$ cat src/rtl/riscv_pkg.sv
// riscv_pkg: shared types and constants for the RISC-V pipeline front end.
//   NOP_INSTR      - canonical addi x0,x0,0 used to fill pipeline bubbles
//   fetch_state_t  - fetch-stage sequencing states
//   if_id_t        - IF/ID pipeline register contents
//   BUBBLE         - IF/ID value representing "no instruction"
//   align_word()   - clears the byte offset of an address
package riscv_pkg;

    localparam logic [31:0] NOP_INSTR = 32'h0000_0013;

    typedef enum logic [1:0] {
        BOOT,
        RUN,
        PEND
    } fetch_state_t;

    typedef struct packed {
        logic [31:0] instr;
        logic [31:0] pc;
        logic [31:0] pc_plus4;
        logic        valid;
    } if_id_t;

    localparam if_id_t BUBBLE = '{instr: NOP_INSTR, pc: 32'd0, pc_plus4: 32'd0, valid: 1'b0};

    function automatic logic [31:0] align_word(input logic [31:0] addr);
        return {addr[31:2], 2'b00};
    endfunction

endpackage

$ cat src/rtl/fetch_unit_pc_reg.sv
// pc_reg: program counter, pending-redirect target and misalignment flag.
//   clk, rst         - clock, asynchronous active-low reset
//   state            - current fetch state from the fetch_unit FSM
//   stall_f          - hold request from the hazard unit
//   redirect_valid   - taken branch/jump from EX
//   redirect_pc      - redirect target (byte offset is discarded)
//   pc               - current program counter (drives imem_addr)
//   pc_plus4         - pc + 4, combinational
//   take             - a redirect (new or pending) is applied on this edge
//   misalign_err     - sticky flag, a redirect target had a byte offset
module pc_reg
    import riscv_pkg::*;
#(
    parameter logic [31:0] RESET_PC = 32'h0000_0000
) (
    input  logic         clk,
    input  logic         rst,
    input  fetch_state_t state,
    input  logic         stall_f,
    input  logic         redirect_valid,
    input  logic [31:0]  redirect_pc,
    output logic [31:0]  pc,
    output logic [31:0]  pc_plus4,
    output logic         take,
    output logic         misalign_err
);

    logic [31:0] pending;
    logic [31:0] pc_next;
    logic [31:0] pending_next;
    logic [31:0] target;
    logic        misalign_next;
    logic        boot;

    // A redirect arriving in the same cycle as the stall release wins over
    // the pending one, so the live target is chosen first.
    always_comb begin
        boot          = (state == BOOT);
        pc_plus4      = pc + 32'd4;
        take          = !boot && !stall_f && (redirect_valid || state == PEND);
        target        = redirect_valid ? align_word(redirect_pc) : pending;
        pc_next       = take ? target : (boot || stall_f) ? pc : pc_plus4;
        pending_next  = (!boot && stall_f && redirect_valid) ? align_word(redirect_pc) : pending;
        misalign_next = misalign_err || (!boot && redirect_valid && (redirect_pc[1:0] != 2'b00));
    end

    always_ff @(posedge clk or negedge rst) begin
        if (!rst) begin
            pc           <= RESET_PC;
            pending      <= 32'd0;
            misalign_err <= 1'b0;
        end else begin
            pc           <= pc_next;
            pending      <= pending_next;
            misalign_err <= misalign_next;
        end
    end

endmodule

$ cat src/rtl/fetch_unit.sv
// fetch_unit: instruction-fetch stage; drives instruction memory and fills IF/ID.
//   clk, rst        - clock, asynchronous active-low reset
//   imem_addr       - fetch address (the PC register itself)
//   imem_instr      - combinational instruction read data
//   stall_f         - hold PC and IF/ID
//   flush_d         - load a bubble into IF/ID
//   redirect_valid  - taken branch/jump from EX, target on redirect_pc
//   if_id_*         - registered instruction, its PC, PC+4 and valid bit
//   misalign_err    - sticky misaligned-redirect flag
module fetch_unit
    import riscv_pkg::*;
#(
    parameter logic [31:0] RESET_PC = 32'h0000_0000
) (
    input  logic        clk,
    input  logic        rst,
    output logic [31:0] imem_addr,
    input  logic [31:0] imem_instr,
    input  logic        stall_f,
    input  logic        flush_d,
    input  logic        redirect_valid,
    input  logic [31:0] redirect_pc,
    output logic [31:0] if_id_instr,
    output logic [31:0] if_id_pc,
    output logic [31:0] if_id_pc_plus4,
    output logic        if_id_valid,
    output logic        misalign_err
);

    fetch_state_t state;
    fetch_state_t state_next;
    if_id_t       if_id;
    if_id_t       if_id_next;
    logic [31:0]  pc;
    logic [31:0]  pc_plus4;
    logic         take;

    pc_reg #(
        .RESET_PC(RESET_PC)
    ) u_pc_reg (
        .clk           (clk),
        .rst           (rst),
        .state         (state),
        .stall_f       (stall_f),
        .redirect_valid(redirect_valid),
        .redirect_pc   (redirect_pc),
        .pc            (pc),
        .pc_plus4      (pc_plus4),
        .take          (take),
        .misalign_err  (misalign_err)
    );

    always_ff @(posedge clk or negedge rst) begin
        if (!rst) begin
            state <= BOOT;
            if_id <= BUBBLE;
        end else begin
            state <= state_next;
            if_id <= if_id_next;
        end
    end

    // Any applied redirect drops the wrong-path fetch, so it bubbles IF/ID
    // just like an explicit flush; both override the stall hold.
    always_comb begin
        state_next = state;
        case (state)
            BOOT:    state_next = RUN;
            RUN:     state_next = (redirect_valid && stall_f) ? PEND : RUN;
            PEND:    state_next = stall_f ? PEND : RUN;
            default: state_next = BOOT;
        endcase
        if_id_next = (state == BOOT || take || flush_d) ? BUBBLE :
                     stall_f ? if_id :
                     '{instr: imem_instr, pc: pc, pc_plus4: pc_plus4, valid: 1'b1};
    end

    assign imem_addr      = pc;
    assign if_id_instr    = if_id.instr;
    assign if_id_pc       = if_id.pc;
    assign if_id_pc_plus4 = if_id.pc_plus4;
    assign if_id_valid    = if_id.valid;

endmodule

$ cat config.mk
export PLATFORM = sky130hd
export DESIGN_NAME = fetch_unit
export DESIGN_NICKNAME = d
export VERILOG_FILES = /design/src/rtl/riscv_pkg.sv /design/src/rtl/fetch_unit_pc_reg.sv /design/src/rtl/fetch_unit.sv
export SDC_FILE = /design/constraint.sdc
export NUM_CORES = 1
export LEC_CHECK = 0
export CAP_MARGIN = 20
export CORE_UTILIZATION = 46
export CTS_BUF_LIST = sky130_fd_sc_hd__clkbuf_4 sky130_fd_sc_hd__clkbuf_8
export DETAILED_ROUTE_END_ITERATION = 7
export DONT_BUFFER_PORTS = 1
export PLACE_DENSITY = 0.65
export SYNTH_ARGS = -nofsm -noshare
export SYNTH_HDL_FRONTEND = slang
export SYNTH_HIERARCHICAL = 1
export SYNTH_SLANG_ARGS = --single-unit
$ cat constraint.sdc
create_clock -name clk -period 2.4 [get_ports clk]
set_input_delay 0.24 -clock clk [delete_from_list [all_inputs] [get_ports clk]]
set_output_delay 0.24 -clock clk [all_outputs]
set_load 0.005 [all_outputs]
* Word level (Yosys, flattened, before mapping)
Cells that the tools add are included.
** Storage, ports and cells
- Memory bits (writable) :: 0
- Bits in latches :: 0
- Memories kept :: 0
- Register bits after elaboration :: 162
- Output and inout port bits :: 130
- Bits in read-only memories :: 0
** Operators by class
- Equality and inequality tests :: 4
- Shift-type cells :: 0
- Order comparisons :: 0
- Add/subtract/negate cells :: 1
- Bitwise logic cells :: 0
- Reduce and logical (&&, ||, !) cells :: 16
- Multiplexer cells :: 8
- Multipliers :: 0
- Div/mod/pow operators :: 0
** Operators with widths (count)
- $mux 97 :: 2
- $mux 32 :: 3
- $add 32x3->32 const B :: 1
- $logic_and 1x1->1 :: 7
- $pmux 2 s3 :: 1
- $logic_or 1x1->1 :: 5
- $mux 2 :: 2
- $eq 2x1->1 const B :: 1
- $eq 2x2->1 const B :: 1
- $logic_not 1->1 :: 2
- $logic_not 2->1 :: 1
- $ne 2x1->1 const B :: 1
- $ne 2x2->1 const B :: 1
- $reduce_bool 2->1 :: 1

* Depth between registers and ports, before layout
Gate-level depths: netlist of run 1.
- Word-level depth :: 7
- Mapped depth :: 10
- Mapped depth without buffers :: 7

* Cells and area by module
Netlist of run 1, hierarchy kept.
** By module, submodules not included
- fetch_unit :: times used 1, area an instance 4521.8 um^2, seq. area each 2481.1 um^2, cells each 332
- pc_reg :: times used 1, area an instance 3696.0 um^2, seq. area each 1526.5 um^2, cells each 394

* Worst setup path before layout of run 1
OpenSTA, ideal clock, no wires.
- Path kind :: register to register
- Start point :: reg state[0]
- End point :: reg if_id (netlist bit if_id_pc[10])
- Setup slack :: -87 ps
- Buffers on the path :: 6
- Data arrival time :: 2406 ps
- Setup time :: 80 ps
- Period minus slack after synthesis :: 2487 ps
- Stages on the path, launching flop included :: 11
- Cell sequence :: dfrtp_1 -> buf_1 -> o21bai_1 -> clkbuf_1 -> buf_1 -> nor2_1 -> or2_1 -> buf_6 -> buf_6 -> buf_6 -> nor3_2
** Between the ends
- Longest elaborated chain between the ends :: 7
- Elaborated cells on any way between the ends :: 10
- Classes of those cells :: 2 x eq/ne; 1 x mux; 7 x reduce/logical
** RTL lines
- from (decl) :: RTL line fetch_unit.sv:30 : fetch_state_t state;
- from (signal assigned) :: RTL line fetch_unit.sv:58 : state <= state_next;
- $logic_not 2->1 :: RTL line fetch_unit_pc_reg.sv:38 : boot = (state == BOOT);
- $logic_not 1->1 :: RTL line fetch_unit_pc_reg.sv:40 : take = !boot && !stall_f && (redirect_valid || state == PEND);
- $logic_and 1x1->1 :: RTL line fetch_unit_pc_reg.sv:40
- $logic_and 1x1->1 * :: RTL line fetch_unit_pc_reg.sv:40
- named net take :: RTL line fetch_unit.sv:36 : logic take;
- $logic_or 1x1->1 * (2 in series) :: RTL line fetch_unit.sv:73 : if_id_next = (state == BOOT || take || flush_d) ? BUBBLE :
- $ne 2x1->1 (no source line) or $mux 97 (tied branches)
- to (signal assigned) :: RTL line fetch_unit.sv:59 : if_id <= if_id_next;
- to (decl) :: RTL line fetch_unit.sv:32 : if_id_t if_id;
Mark *: on every way through the listed nets, which the timed path passes. The rest lies on a longest branch.
A chain may end at the register's enable or synchronous reset.

* Worst setup path in the final report of run 1
- Start point :: reg u_pc_reg.pc[7]
- End point :: reg u_pc_reg.pc[30]
** Between the ends
- Longest elaborated chain between the ends :: 3
** RTL lines
- from (decl) :: RTL line fetch_unit_pc_reg.sv:22 : output logic [31:0] pc,
- from (signal assigned) :: RTL line fetch_unit_pc_reg.sv:53 : pc <= pc_next;
- $add 32x3->32 :: RTL line fetch_unit_pc_reg.sv:39 : pc_plus4 = pc + 32'd4;
- $mux 32 (2 in series) :: RTL line fetch_unit_pc_reg.sv:42 : pc_next = take ? target : (boot || stall_f) ? pc : pc_plus4;
Every way passes these cells. The select of a mux whose other input is x is not followed.

==> results of run 1 <==
-- routing by layer --
metal  vias to the layer above  GRT usage [%]  share of wire (%)  routed length [um]
li1                       2744              -                  -                   -
met1                      3182          35.61                 40                9847
met2                       249          45.21                 50               12330
met3                        40          7.146                7.5                1837
met4                         0          9.551                2.2                 537
met5                         -              0                  0                   0
-- kinds of logic (layout without fill, tap and decap cells) --
family	count (synthesis)	count (layout)	synth area share, %
AO/OA/AOI/OAI	114	114	9.074
XOR/XNOR	28	28	2.984
adder cells (fa/ha/maj)	1	1	0.1522
buffers and inverters	77	145	5.131
flip-flops	160	160	48.77
multiplexers	126	126	15.83
other	1	4	0.04563
AND/OR/NAND/NOR	219	219	18.01
-- critical path: cells and delay by family, from the launching register on --
| kind | cells | cell delay, ns |
|---|---|---|
| flip-flops | 1 | 0.51 |
| AND/OR/NAND/NOR | 5 | 1.59 |
-- final timing paths --
| path | startpoint | endpoint | slack, ns | cells after the start |
|---|---|---|---|---|
| worst min register to register | u_pc_reg/pending[12] | u_pc_reg/pending[12] | 0.49 | 2 |
| worst min-delay path | rst | if_id_pc_plus4[7] | -0.53 | 0 |
| max in group asynchronous | rst | if_id_instr[0] | 2.59 | 0 |
| worst max-delay path | u_pc_reg/pc[7] | u_pc_reg/pc[30] | 0.24 | 5 |
| worst max register to register | u_pc_reg/pc[7] | u_pc_reg/pc[30] | 0.24 | 5 |
| min in group clk | imem_instr[7] | if_id_instr[7] | 0.01 | 2 |
-- power breakdown --
part | switching (mW) | internal (mW)
Sequential | 0.436 | 3.09
Combinational | 1.05 | 0.808
Clock | 0.990 | 1.16
-- cells in the mapped netlist (all sizes together) (2+ instances only) --
| cell | count |
|---|---|
| or2 | 3 |
| a311oi | 2 |
| o221ai | 3 |
| a211oi | 2 |
| a21oi | 34 |
| nand3 | 21 |
| dfrtp | 157 |
| o31a | 6 |
| a2bb2oi | 3 |
| buf | 42 |
| xor2 | 7 |
| nor3 | 99 |
| o211ai | 2 |
| nand2 | 20 |
| inv | 12 |
| o22a | 3 |
| and2 | 3 |
| or3 | 4 |
| dfstp | 3 |
| xnor2 | 21 |
| nor2 | 37 |
| o22ai | 12 |
| nand2b | 2 |
| o41ai | 2 |
| mux2i | 94 |
| clkbuf | 23 |
| a221o | 2 |
| and4 | 2 |
| o21bai | 3 |
| o21a | 3 |
| a31oi | 4 |
| o21ai | 18 |
| nor4 | 4 |
| mux2 | 32 |
| and3 | 2 |
| nand4 | 12 |
| a22oi | 9 |
| or4 | 4 |
-- final cells by class --
class,count,area (sq um),area share (%)
multi-input cells,492,3811,39.88
flip-flops and latches,160,4008,41.94
repair buffers,103,993.5,10.40
clock inverters,6,105.1,1.100
well taps,225,281.5,2.946
clock buffers,24,311.5,3.260
inverters,12,45.04,0.4714
-- stage by stage --
step	power, mW	utilization [%]	hold slack (ns)
floorplan	4.761	-	-0.05559
global placement	5.202	48.46	-0.05042
detailed placement	5.275	48.46	-0.04804
CTS	7.566	54.94	-0.5494
global route	7.918	55.05	-0.5641
finish	7.539	55.05	-0.5251
==> run_results.csv, run 1 <==
group,metric,value,unit
placed_design,dpl.hpwl,14.59,mm
clocking,cts_resized,0,
critical_path,max_stage_delay,0.57,ns
floorplan,io_pins,199,
detailed_routing,postRouteAntennaNets,0,
placed_design,placed_cells,921,
floorplan,die_area,18400,sq um
global_routing,grt_pass1_vias,6474,
clocking,root_buffer,"clkbuf_8",
critical_path,cp_slowest_cell,"nor4_4",
clocking,path_clk_slew,0.08,ns
placed_design,gp_congestion,0.8716,
global_routing,grt_first_pass_wirelength,37.95,mm
sta,hold_violations,160,
run,cap_violations,0,
status,violations,"negative hold slack",
floorplan,die_w,135.7,um
global_routing,overflow,0,
clocking,tritoncts,"built",
critical_path,crit_type,"flop to flop",
detailed_routing,via_count,6215,
cells_and_area,final_common_cell,"dfrtp_1",
detailed_routing,wl_per_cell,24.02,um
cells_and_area,fillers,1494,
critical_path,cp_data_arrival_time,2.55,ns
sta,fmax,463.9,MHz
clocking,cts_num_sinks,160,
clocking,post_cts_buffers,0,
logic_synthesis,synth_area,8218,sq um
sta,fin_ws,0.2443,ns
floorplan,num_rows,48,
placed_design,pre_cts_slack,0.3014,ns
detailed_routing,viasPerCell,6.081,
clocking,htreeDepth,4,
critical_path,endpoint_kind,"flop",
critical_path,cp.required,2.80,ns
logic_synthesis,syn_area_per_cell,11.32,sq um
logic_synthesis,yosysWarningCount,6,
power_and_ir_drop,p_per_area,788.9,nW/um^2
global_routing,antenna_found_initial,0,
power_and_ir_drop,p_leak,4.164,nW
logic_synthesis,seq_area_frac_synth,48.77,%
logic_synthesis,synthArstFlopShare,100.0,%
detailed_routing,wirelength,24.55,mm
detailed_routing,drc_errors,0,
floorplan,initial_core_util,47.35,%
logic_synthesis,synth_top_cell_by_area,"dfrtp_1",
detailed_routing,first_pass_iters,5,
logic_synthesis,synth_area_leaders,"dfrtp_1, mux2i_1, nor3_2",
global_routing,track_usage,27.73,%
critical_path,crit_fanout,7,
clocking,clock_latency,0.46,ns
detailed_routing,drt_iter0_drc,463,
clocking,cts_hold_buf,69,
placed_design,portBuffers,0,
global_routing,grt_max_degree,161,
min_path,hold_path.class,"input port to async pin",
sta,tns,0,ns
sta,finalClockSkew,0.008577,ns
logic_synthesis,synthCells,726,
power_and_ir_drop,peakVddDrop,0.0004251,V
cells_and_area,area_growth,16.28,%
sta,min_period_over_period,89.82,%
cells_and_area,drive_gt1_share,21.20,%
clocking,cts_buffer_depth,2,
sta,slew_headroom,25.41,%
floorplan,core_area,17360,sq um
cells_and_area,nets,856,
sta,fin_hold_ws,-0.5251,ns
logic_synthesis,synth.distinct_cells,67,
cells_and_area,final_cell_area,9555,sq um
sta,rsz0062_at_grt,"false",
sta,period_minus_slack,2.156,ns
placed_design,place_area,8411,sq um
sta,finalSetupViolations,0,
logic_synthesis,synth_top_area_share,47.81,%
cells_and_area,final_cell_mix,"dfrtp_1, mux2i_1, dlygate4sd3_1",
sta,timing.final.max_slew_violations,0,
status,status,"finished, violations left",
cells_and_area,fin_cells,1022,
critical_path,path_cells,"nand4_4 > nor4_4 > nand2_2 > or4_1 > nand3_1",
cells_and_area,num_antenna_cells,0,
sta,worstMarginPinSlew,1.115,ns
critical_path,worstSetupStartpointType,"flop",
logic_synthesis,synth_top_flop_cell,"dfrtp_1",
logic_synthesis,synth_seq_cells,160,
logic_synthesis,synth-edff-count,0,
clocking,numCtsBuffers,17,
floorplan,fp.dieH,135.7,um
Power figures use the tool's default switching activity.
==> run 2, diff against run 1 <==
--- a/config.mk
+++ b/config.mk
@@ -5,6 +5,7 @@
 export SDC_FILE = /design/constraint.sdc
 export NUM_CORES = 1
 export LEC_CHECK = 0
+export ABC_AREA = 1
 export CAP_MARGIN = 20
 export CORE_UTILIZATION = 46
 export CTS_BUF_LIST = sky130_fd_sc_hd__clkbuf_4 sky130_fd_sc_hd__clkbuf_8
==> run_results.csv, run 2 <==
group,metric,value,unit
status,status,"finished, violations left",
status,violations,"negative hold slack",
sta,fin_hold_ws,-0.5292,ns
clocking,cts_hold_buf,69,
power_and_ir_drop,p_leak,5.650,nW
logic_synthesis,synth.most_common_cell,"nor2_1",
critical_path,r2r_end,"if_id_instr[14]",
logic_synthesis,synth.distinct_cells,41,
critical_path,worstSetupStartpointType,"flop",
placed_design,portBuffers,0,
logic_synthesis,synth_seq_cells,160,
detailed_routing,first_pass_iters,5,
power_and_ir_drop,peakVddDrop,0.0004157,V
placed_design,gp_congestion,0.8747,
global_routing,busiest_layer,"met2",
cells_and_area,num_antenna_cells,0,
global_routing,grt_max_degree,161,
sta,timing.final.max_slew_violations,0,
cells_and_area,post-route-util,52.83,%
sta,tns,0,ns
critical_path,endpoint_kind,"flop",
floorplan,num_rows,50,
logic_synthesis,synth_top_flop_cell,"dfrtp_1",
cells_and_area,final_cell_mix,"nor2_1, nand2_1, inv_1",
floorplan,io_pins,199,
critical_path,r2r_cells,10,
critical_path,reg2reg_setup_slack,0.44,ns
sta,rsz0062_at_grt,"false",
critical_path,crit_fanout,30,
cells_and_area,final_cell_area,9916,sq um
floorplan,fp.dieH,140.4,um
cells_and_area,area_growth,12.54,%
critical_path,r2r_start,"state[1]",
clocking,numCtsBuffers,17,
detailed_routing,via_count,7332,
sta,hold_violations,160,
global_routing,grt_first_pass_wirelength,37.49,mm
global_routing,overflow,0,
run,cap_violations,0,
logic_synthesis,synth-edff-count,0,
sta,fmax,511.2,MHz
global_routing,grt_pass1_vias,6980,
detailed_routing,viasPerCell,4.770,
clocking,tritoncts,"built",
logic_synthesis,synth_top_family_by_area,"simple AND/OR/NAND/NOR gates",
logic_synthesis,syn_area_per_cell,7.066,sq um
global_routing,grt_use_met2,39.45,%
floorplan,die_w,140.4,um
logic_synthesis,synthArstFlopShare,100.0,%
global_routing,grt.met3_usage,6.120,%
logic_synthesis,synth_area,8811,sq um
clocking,cts_buffer_depth,2,
logic_synthesis,yosysWarningCount,6,
logic_synthesis,synth_common_cells,"nor2_1, nand2_1, inv_1",
critical_path,cp_data_arrival_time,2.29,ns
clocking,path_clk_slew,0.08,ns
detailed_routing,drc_errors,0,
floorplan,core_area,18770,sq um
clocking,cts_num_sinks,160,
logic_synthesis,synthCells,1247,
sta,period_minus_slack,1.956,ns
cells_and_area,nets,1360,
sta,finalSetupViolations,0,
power_and_ir_drop,p_per_area,942.2,nW/um^2
logic_synthesis,synth_top_area_share,44.59,%
global_routing,track_usage,24.85,%
sta,min_period_over_period,81.51,%
logic_synthesis,synth-xor-area-share,0.8804,%
logic_synthesis,synth_area_leaders,"dfrtp_1, nor2_1, nand2_1",
logic_synthesis,seq_area_frac_synth,45.48,%
sta,slew_headroom,64.06,%
clocking,htreeDepth,4,
detailed_routing,wl_per_cell,15.60,um
detailed_routing,wirelength,23.97,mm
cells_and_area,final_common_cell,"nor2_1",
detailed_routing,postRouteAntennaNets,0,
sta,worstMarginPinSlew,0.5334,ns
clocking,root_buffer,"clkbuf_8",
critical_path,cp.required,2.74,ns
clocking,clock_latency,0.46,ns
global_routing,grtUsageMet1,32.85,%
sta,finalClockSkew,0.01372,ns
critical_path,crit_type,"flop to flop",
placed_design,dpl.hpwl,14.99,mm
cells_and_area,drive_gt1_share,6.984,%
floorplan,die_area,19710,sq um
global_routing,antenna_found_initial,0,
logic_synthesis,synth_compound_area_share,5.836,%
detailed_routing,drt_iter0_drc,505,
floorplan,initial_core_util,46.95,%
logic_synthesis,yosys.area_share.simple,31.21,%
min_path,hold_path.class,"input port to async pin",
logic_synthesis,synthMuxAreaShare,1.150,%
placed_design,place_area,8776,sq um
logic_synthesis,synth_top_cell_by_area,"dfrtp_1",
logic_synthesis,yosys.area_share.adder,0.1420,%
## run 2: critical path, stage by stage, from the launching register on
cell,delay [ns]
dfrtp_1,0.39
inv_1,0.08
nand2_4,0.09
nand2_4,0.05
inv_2,0.17
nand2_2,0.09
inv_2,0.11
nor2_1,0.08
nand2_4,0.34
buf_4,0.33
nor2_1,0.08
## run 2: how the worst max path moves through the flow
stage | from | to | slack, ns | cells after the start
4_1_cts | state[1] | if_id_instr[5] | 0.45 | 10
3_5_place_dp | state[1] | if_id_pc[1] | 0.46 | 10
2_1_floorplan | u_pc_reg/pc[3] | if_id_pc_plus4[20] | 0.77 | 13
6_report | state[1] | if_id_instr[14] | 0.44 | 10
5_1_grt | state[1] | if_id_instr[13] | 0.26 | 10
3_3_place_gp | state[1] | if_id_instr[22] | 0.52 | 10
## run 2: metrics by stage
step,cells,power (mW),worst slack [ns]
2_1_floorplan,1250,6.249,0.7667
3_3_place_gp,1436,7.031,0.5224
3_5_place_dp,1436,7.101,0.4632
4_1_cts,1537,9.386,0.4455
5_1_grt,1537,10.00,0.2578
6_report,1537,9.342,0.4436
## run 2: cell families (layout without fill, tap and decap cells)
kind of cell	Yosys count	after routing
AOI/OAI and AO/OA	94	94
other	1	4
buffers and inverters	305	358
muxes	9	9
DFF	160	160
and+or+nand+nor	669	669
xor gates and xnor gates	8	8
adders and majority gates	1	1
## run 2: where the power goes
part           switching (mW)  total (mW)  internal [mW]
Clock                    1.03        2.15           1.12
Combinational            1.80        2.84           1.04
Sequential              0.955        4.35           3.40
## run 2: per-layer routing
metal	part of all wire [%]	vias up	routed length, um
met5	0	-	0
met4	2.8	0	661
met3	6.9	33	1643
met2	45	237	10740
met1	46	3341	10930
li1	-	3721	-
## run 2: layout make-up
class                   instances  area, sq um
clock buffers                  22        284.0
clock inverters                10        137.6
inverters                     251        942.2
flip-flops and latches        160         4008
well taps                     234        292.8
fillers                      1788         8852
multi-input cells             785         3476
repair buffers                 75        775.7
## run 2: timing repair
| item | CTS | global route |
|---|---|---|
| setup buffers | 0 | 0 |
| resized for setup | 0 | 0 |
| hold endpoints to repair | 276 | 160 |
